[config.mk]
export PLATFORM = sky130hd
export DESIGN_NAME = alu_share_arbiter
export DESIGN_NICKNAME = d
export VERILOG_FILES = /design/src/rtl/alu_share_arbiter.sv
export SDC_FILE = /design/constraint.sdc
export NUM_CORES = 1
export LEC_CHECK = 0
export BUFFER_PORTS_ARGS = -buffer_cell sky130_fd_sc_hd__buf_4
export CAP_MARGIN = 25
export CORE_MARGIN = 1
export CORE_UTILIZATION = 36
export DETAILED_ROUTE_END_ITERATION = 7
export PLACE_DENSITY = 0.72
export RECOVER_POWER = 50
export SLEW_MARGIN = 5
export SYNTH_ARGS = -nofsm -noshare
export SYNTH_HDL_FRONTEND = slang
export SYNTH_SLANG_ARGS = --single-unit
[constraint.sdc]
create_clock -name i_clk -period 2.33 [get_ports i_clk]
set_input_delay 0.466 -clock i_clk [delete_from_list [all_inputs] [get_ports i_clk]]
set_output_delay 0.466 -clock i_clk [all_outputs]
set_load 0.01 [all_outputs]
[src/rtl/alu_share_arbiter.sv]
// Shares one combinational ALU between two requesters. The winning command is latched onto the ALU
// inputs, and the ALU outputs are captured one cycle later into a valid/ready response tagged with the requester id.
module alu_share_arbiter #(
  parameter int unsigned FAIR = 32'd1
) (
  input  logic        i_clk,
  input  logic        i_rst_n,
  input  logic        i_req0_valid,
  input  logic [2:0]  i_req0_opsel,
  input  logic        i_req0_sub,
  input  logic        i_req0_unsigned,
  input  logic        i_req0_arith,
  input  logic [31:0] i_req0_op1,
  input  logic [31:0] i_req0_op2,
  output logic        o_req0_ready,
  input  logic        i_req1_valid,
  input  logic [2:0]  i_req1_opsel,
  input  logic        i_req1_sub,
  input  logic        i_req1_unsigned,
  input  logic        i_req1_arith,
  input  logic [31:0] i_req1_op1,
  input  logic [31:0] i_req1_op2,
  output logic        o_req1_ready,
  output logic [2:0]  o_alu_opsel,
  output logic        o_alu_sub,
  output logic        o_alu_unsigned,
  output logic        o_alu_arith,
  output logic [31:0] o_alu_op1,
  output logic [31:0] o_alu_op2,
  input  logic [31:0] i_alu_result,
  input  logic        i_alu_eq,
  input  logic        i_alu_slt,
  output logic        o_rsp_valid,
  output logic        o_rsp_id,
  output logic [31:0] o_rsp_result,
  output logic        o_rsp_eq,
  output logic        o_rsp_slt,
  input  logic        i_rsp_ready,
  output logic        o_busy
);

  typedef enum logic [1:0] {
    ST_IDLE = 2'd0,
    ST_EXEC = 2'd1,
    ST_RESP = 2'd2
  } state_e;

  typedef struct packed {
    logic [2:0]  opsel;
    logic        sub;
    logic        uns;
    logic        arith;
    logic [31:0] op1;
    logic [31:0] op2;
    logic        id;
  } cmd_t;

  typedef struct packed {
    logic        id;
    logic [31:0] result;
    logic        eq;
    logic        slt;
  } rsp_t;

  localparam int CMD_W = $bits(cmd_t);
  localparam int RSP_W = $bits(rsp_t);

  state_e state_q, state_d;
  logic   last_id_q, last_id_d;
  cmd_t   cmd_q, cmd_d;
  rsp_t   rsp_q, rsp_d;
  logic   rsp_valid_q, rsp_valid_d;
  logic   busy_q, busy_d;

  cmd_t   req0_cmd_s, req1_cmd_s;
  logic   rsp_hs_s;
  logic   grant_ok_s;
  logic   tie_win1_s;
  logic   grant0_s, grant1_s, grant_any_s;

  assign req0_cmd_s = '{opsel: i_req0_opsel, sub: i_req0_sub, uns: i_req0_unsigned,
                        arith: i_req0_arith, op1: i_req0_op1, op2: i_req0_op2, id: 1'b0};
  assign req1_cmd_s = '{opsel: i_req1_opsel, sub: i_req1_sub, uns: i_req1_unsigned,
                        arith: i_req1_arith, op1: i_req1_op1, op2: i_req1_op2, id: 1'b1};

  // Grant decode; reset gates it so both readys read low while reset is held
  always_comb begin
    rsp_hs_s   = rsp_valid_q && i_rsp_ready;
    grant_ok_s = i_rst_n && ((state_q == ST_IDLE) || rsp_hs_s);
    if (FAIR != 32'd0) begin
      tie_win1_s = ~last_id_q;
    end else begin
      tie_win1_s = 1'b0;
    end
    grant0_s    = grant_ok_s && i_req0_valid && (!i_req1_valid || !tie_win1_s);
    grant1_s    = grant_ok_s && i_req1_valid && (!i_req0_valid || tie_win1_s);
    grant_any_s = grant0_s || grant1_s;
  end

  // FSM next state
  always_comb begin
    state_d = state_q;
    case (state_q)
      ST_IDLE: begin
        if (grant_any_s) begin
          state_d = ST_EXEC;
        end else begin
          state_d = ST_IDLE;
        end
      end
      ST_EXEC: state_d = ST_RESP;
      ST_RESP: begin
        if (rsp_hs_s) begin
          if (grant_any_s) begin
            state_d = ST_EXEC;
          end else begin
            state_d = ST_IDLE;
          end
        end else begin
          state_d = ST_RESP;
        end
      end
      default: state_d = ST_IDLE;
    endcase
  end

  // Command register and arbitration history
  always_comb begin
    cmd_d     = cmd_q;
    last_id_d = last_id_q;
    if (grant_any_s) begin
      if (grant1_s) begin
        cmd_d = req1_cmd_s;
      end else begin
        cmd_d = req0_cmd_s;
      end
      last_id_d = grant1_s;
    end else begin
      cmd_d     = cmd_q;
      last_id_d = last_id_q;
    end
  end

  // Response capture while the ALU evaluates the latched command
  always_comb begin
    rsp_d = rsp_q;
    if (state_q == ST_EXEC) begin
      rsp_d = '{id: cmd_q.id, result: i_alu_result, eq: i_alu_eq, slt: i_alu_slt};
    end else begin
      rsp_d = rsp_q;
    end
    rsp_valid_d = (state_d == ST_RESP);
    busy_d      = (state_d != ST_IDLE);
  end

  // State registers
  always_ff @(posedge i_clk or negedge i_rst_n) begin
    if (!i_rst_n) begin
      state_q     <= ST_IDLE;
      last_id_q   <= 1'b1;
      cmd_q       <= {CMD_W{1'b0}};
      rsp_q       <= {RSP_W{1'b0}};
      rsp_valid_q <= 1'b0;
      busy_q      <= 1'b0;
    end else begin
      state_q     <= state_d;
      last_id_q   <= last_id_d;
      cmd_q       <= cmd_d;
      rsp_q       <= rsp_d;
      rsp_valid_q <= rsp_valid_d;
      busy_q      <= busy_d;
    end
  end

  assign o_req0_ready   = grant0_s;
  assign o_req1_ready   = grant1_s;
  assign o_alu_opsel    = cmd_q.opsel;
  assign o_alu_sub      = cmd_q.sub;
  assign o_alu_unsigned = cmd_q.uns;
  assign o_alu_arith    = cmd_q.arith;
  assign o_alu_op1      = cmd_q.op1;
  assign o_alu_op2      = cmd_q.op2;
  assign o_rsp_valid    = rsp_valid_q;
  assign o_rsp_id       = rsp_q.id;
  assign o_rsp_result   = rsp_q.result;
  assign o_rsp_eq       = rsp_q.eq;
  assign o_rsp_slt      = rsp_q.slt;
  assign o_busy         = busy_q;

endmodule

* After elaboration in Yosys (flattened, before gate mapping) *
Index checks and enable logic that the tools add are counted.

word-level totals
  flip-flop bits (word level) = 111
  word-level logic and storage cells = 37

cells by class
  reductions and logical operators = 14
  multiplexer cells = 4
  bitwise operators = 1
  equality and inequality tests = 3

operators by type and width
  operator              count
  $mux W71              1
  $logic_and A1 B1 Y1   6
  $pmux W2 S3           1
  $eq A2 B2 Y1 const B  2
  $logic_or A1 B1 Y1    4
  $eq A2 B1 Y1 const B  1
  $logic_not A1 Y1      2
  $logic_not A2 Y1      1
  $mux W2               1
  $reduce_bool A2 Y1    1
  $mux W1               1
  $not A1 Y1            1

* Logic depth before layout (Yosys ltp) *
  depth after elaboration = 10
  gate-level depth with buffers = 5

* Least setup slack after synthesis *
No wires, ideal clock.

  path kind = input-to-output
  start point = input i_req1_valid
  end point = output o_req0_ready
  data arrival time = 1140 ps
  setup slack = 724 ps
  stages on the path = 4
  required time = 1864 ps
  path through = nor2b_1 > buf_2 > buf_2 > nor3_1

on the way
  cells in the longest elaborated chain, start to end = 3

RTL lines
  element              line  source
  start: declaration   16    input logic i_req1_valid,
  $logic_not A1 Y1     95    grant0_s = grant_ok_s && i_req0_valid && (!i_req1_valid || !tie_win1_s);
  $logic_or A1 B1 Y1   95
  $logic_and A1 B1 Y1  95
  end: declaration     15    output logic o_req0_ready,

Every way passes these cells.

* Final worst setup path *
  start point = input i_rst_n
  end point = output o_req0_ready

on the way
  cells in the longest elaborated chain, start to end = 3

RTL lines
  element                           line  source
  start: declaration                7     input logic i_rst_n,
  $logic_and A1 B1 Y1               89    grant_ok_s = i_rst_n && ((state_q == ST_IDLE) || rsp_hs_s);
  $logic_and A1 B1 Y1 (2 in a row)  95

Every way passes these cells.

==> metrics.cfg <==
[power]
sequentialPowerShare_pct=38.0
clkPwrFrac_pct=17.0
p_int_w=0.00600
swShare_pct=37.1
power.density_mw_per_mm2=1260
combinationalPowerShare_pct=45.0
power_leakage_nw=3.16
ir_drop_mv=0.412
p_switching_w=0.00354

[finish]
n_antenna_cell=0
syn_to_final_growth_pct=27.8
final_util_pct=47.4
fin_nets=796
drive_gt1_share_pct=49.4
ff_latch_area_mm2=0.00278
fill_cells=1485
multiInputGateArea_mm2=0.00230

[synthesis]
synth_nets=597
ys.flop_type=dfrtp_1
yosys.area.top_type=dfrtp_1
netlist_area_mm2=0.00592
synthArstFlopShare_pct=100
synthTopCellsByArea=dfrtp_1 (47%), a2bb2oi_2 (18%), o32ai_1 (10%), buf_4 (8.5%), mux2_4 (7.1%)
yosys.cell_count.top_type=dfrtp_1
synth.distinct_cells=27
ys_top_cells_by_count=dfrtp_1 (110), a2bb2oi_2 (71), o32ai_1 (70), buf_4 (67), mux2_4 (28)
synth_edf_count=0
synth_top_area_share_pct=46.5
ys_seq_elements=111
ys.warnings.count=0
synth-seq-area-share_pct=47.0
syn_area_per_cell_um2=14.2
syn-instance-count=418

[worst_setup_path]
required_ps=1860
cp.arrival_ps=1760
setup.worst_path.end_class=output port
critPathLaunchType=input port
crit_type=in -> out
cp_max_fo=16
reg2reg_depth=4

[floorplanning]
die_x_um=130
die-area_mm2=0.0170
core_mm2=0.0159
io-pin-count=288
row_count=46
start_util_pct=37.1
die_h_um=130

[global_route]
overflow=0
grt.total_usage_pct=18.0
antenna_found_initial=0
grt_pass1_vias=4420
grt_first_pass_wirelength_um=23100
grt_max_degree=101

[drt]
wl_um=16000
drc_errors=0
drt_iter0_drc=156
via_count=4348
vias_per_cell=5.19
avgRoutedWirePerCell_um=19.1
antenna_left=0
drtPass1Iterations=4

[cts]
cts_setup_buffers=0
cts_tree=built
clk_pin_slew_ps=80
clockBufferDepth=2
cts-root-buf=clkbuf_16
cts_max_level=3
clock-sinks=111
clock_latency_ps=350
cts_made_buffers=9

[sta]
finalCriticalPeriod_ps=2230
max_freq_mhz=449
slew_viol_final=0
fin_skew_ps=7.77
finalHoldViolations=0
rsz0062_at_grt=false
setup_tns_ps=0
worst_pin_slew_ps=914
slew_headroom_pct=38.9
finalSetupViolations=0
finalCritPeriodShare_pct=95.6

[placed_design]
port-buffer-count=287
gp_congestion=0.739
hpwl_um=11400

[hold_path]
worstHoldPathType=in -> reg
min_path_cells=2

[run_status]
run_status=complete, no violations

[flow_run]
drv_cap=0

## cell type report
type,count,share of cell area [%]
clock inverter,7,1.14
sequential,111,36.7
timing repair buffer,297,25.2
multi-input combinational,197,30.4
clock buffer,9,2.98
inverter,1,0.0496
tap,216,3.57
## power by group through the flow
stage	clock network [W]	logic, W	registers [W]
CTS	0.00167	0.00513	0.00366
global route	0.00176	0.00457	0.00374
global placement	0	0.00499	0.00363
finish	0.00163	0.00429	0.00362
detailed placement	0	0.00512	0.00368
floorplan	0	0.00371	0.00368
## per-stage QoR
step | cell area, um2 | hold slack, ps | worst slack [ps] | power [W] | std cells
6_report | 7560 | 323 | 102 | 0.00954 | 838
5_1_grt | 7560 | 307 | 14.4 | 0.0101 | 838
4_1_cts | 7980 | 306 | 5.16 | 0.0105 | 838
3_5_place_dp | 7660 | 366 | 97.1 | 0.00880 | 821
3_3_place_gp | 7660 | 361 | 227 | 0.00862 | 821
2_1_floorplan | 5920 | 170 | 724 | 0.00739 | 418
## repair_timing
| action | 4_1_cts | 5_1_grt |
|---|---|---|
| hold endpoints to repair | 10 | 0 |
| hold buffers | 1 | 0 |
| gates resized for setup | 0 | 1 |
| setup endpoints to repair | 0 | 1 |
## cell families after synthesis
| family | count (synthesis) | synth area share, % |
|---|---|---|
| buf+inv | 110 | 14.0 |
| flops | 111 | 47.0 |
| mux | 35 | 8.44 |
| simple gates | 12 | 1.10 |
| compound gates | 150 | 29.5 |
## metal layers
metal  wire [um]  GRT usage (%)  vias up
met2        8340           32.3      188
li1            -              -     1966
met1        6290           20.7     2172
met5           0              0        -
met3        1100           4.14       22
met4         282           6.70        0
## layout by cell type (no fill, tap or decap), types with 2 or more instances in the layout
master	instances
buf_6	2
inv_6	3
mux2_4	21
dfrtp_1	110
o32ai_1	70
mux2_1	14
nor3_1	2
a2bb2oi_2	71
inv_8	2
clkbuf_16	9
nand2_1	4
buf_12	4
buf_4	187
o21ai_0	3
clkbuf_1	103
## sequential cells by signal, summed over array words and instances (netlist names), 2 cells and up
name          cells
o_alu_opsel       3
state_q           2
o_alu_op2        32
o_alu_op1        32
o_rsp_result     32
## path summary, 6_finish.rpt
path / start / end / slack [ps]
max: i_rst_n / o_req0_ready / 100
min: i_alu_result[1] / o_rsp_result[1] / 320
max reg2reg: last_id_q / o_alu_op1[15] / 260
min reg2reg: o_rsp_eq / o_rsp_eq / 490
max in group asynchronous: i_rst_n / o_rsp_result[30] / 660
min in group asynchronous: i_rst_n / o_alu_op1[7] / 530
## worst max-delay path, cell delays in order
cell	delay [ps]
dlygate4sd3_1	560
buf_6	210
nand2_1	140
nor3_1	210
buf_4	170
(Power assumes the default switching activity.)
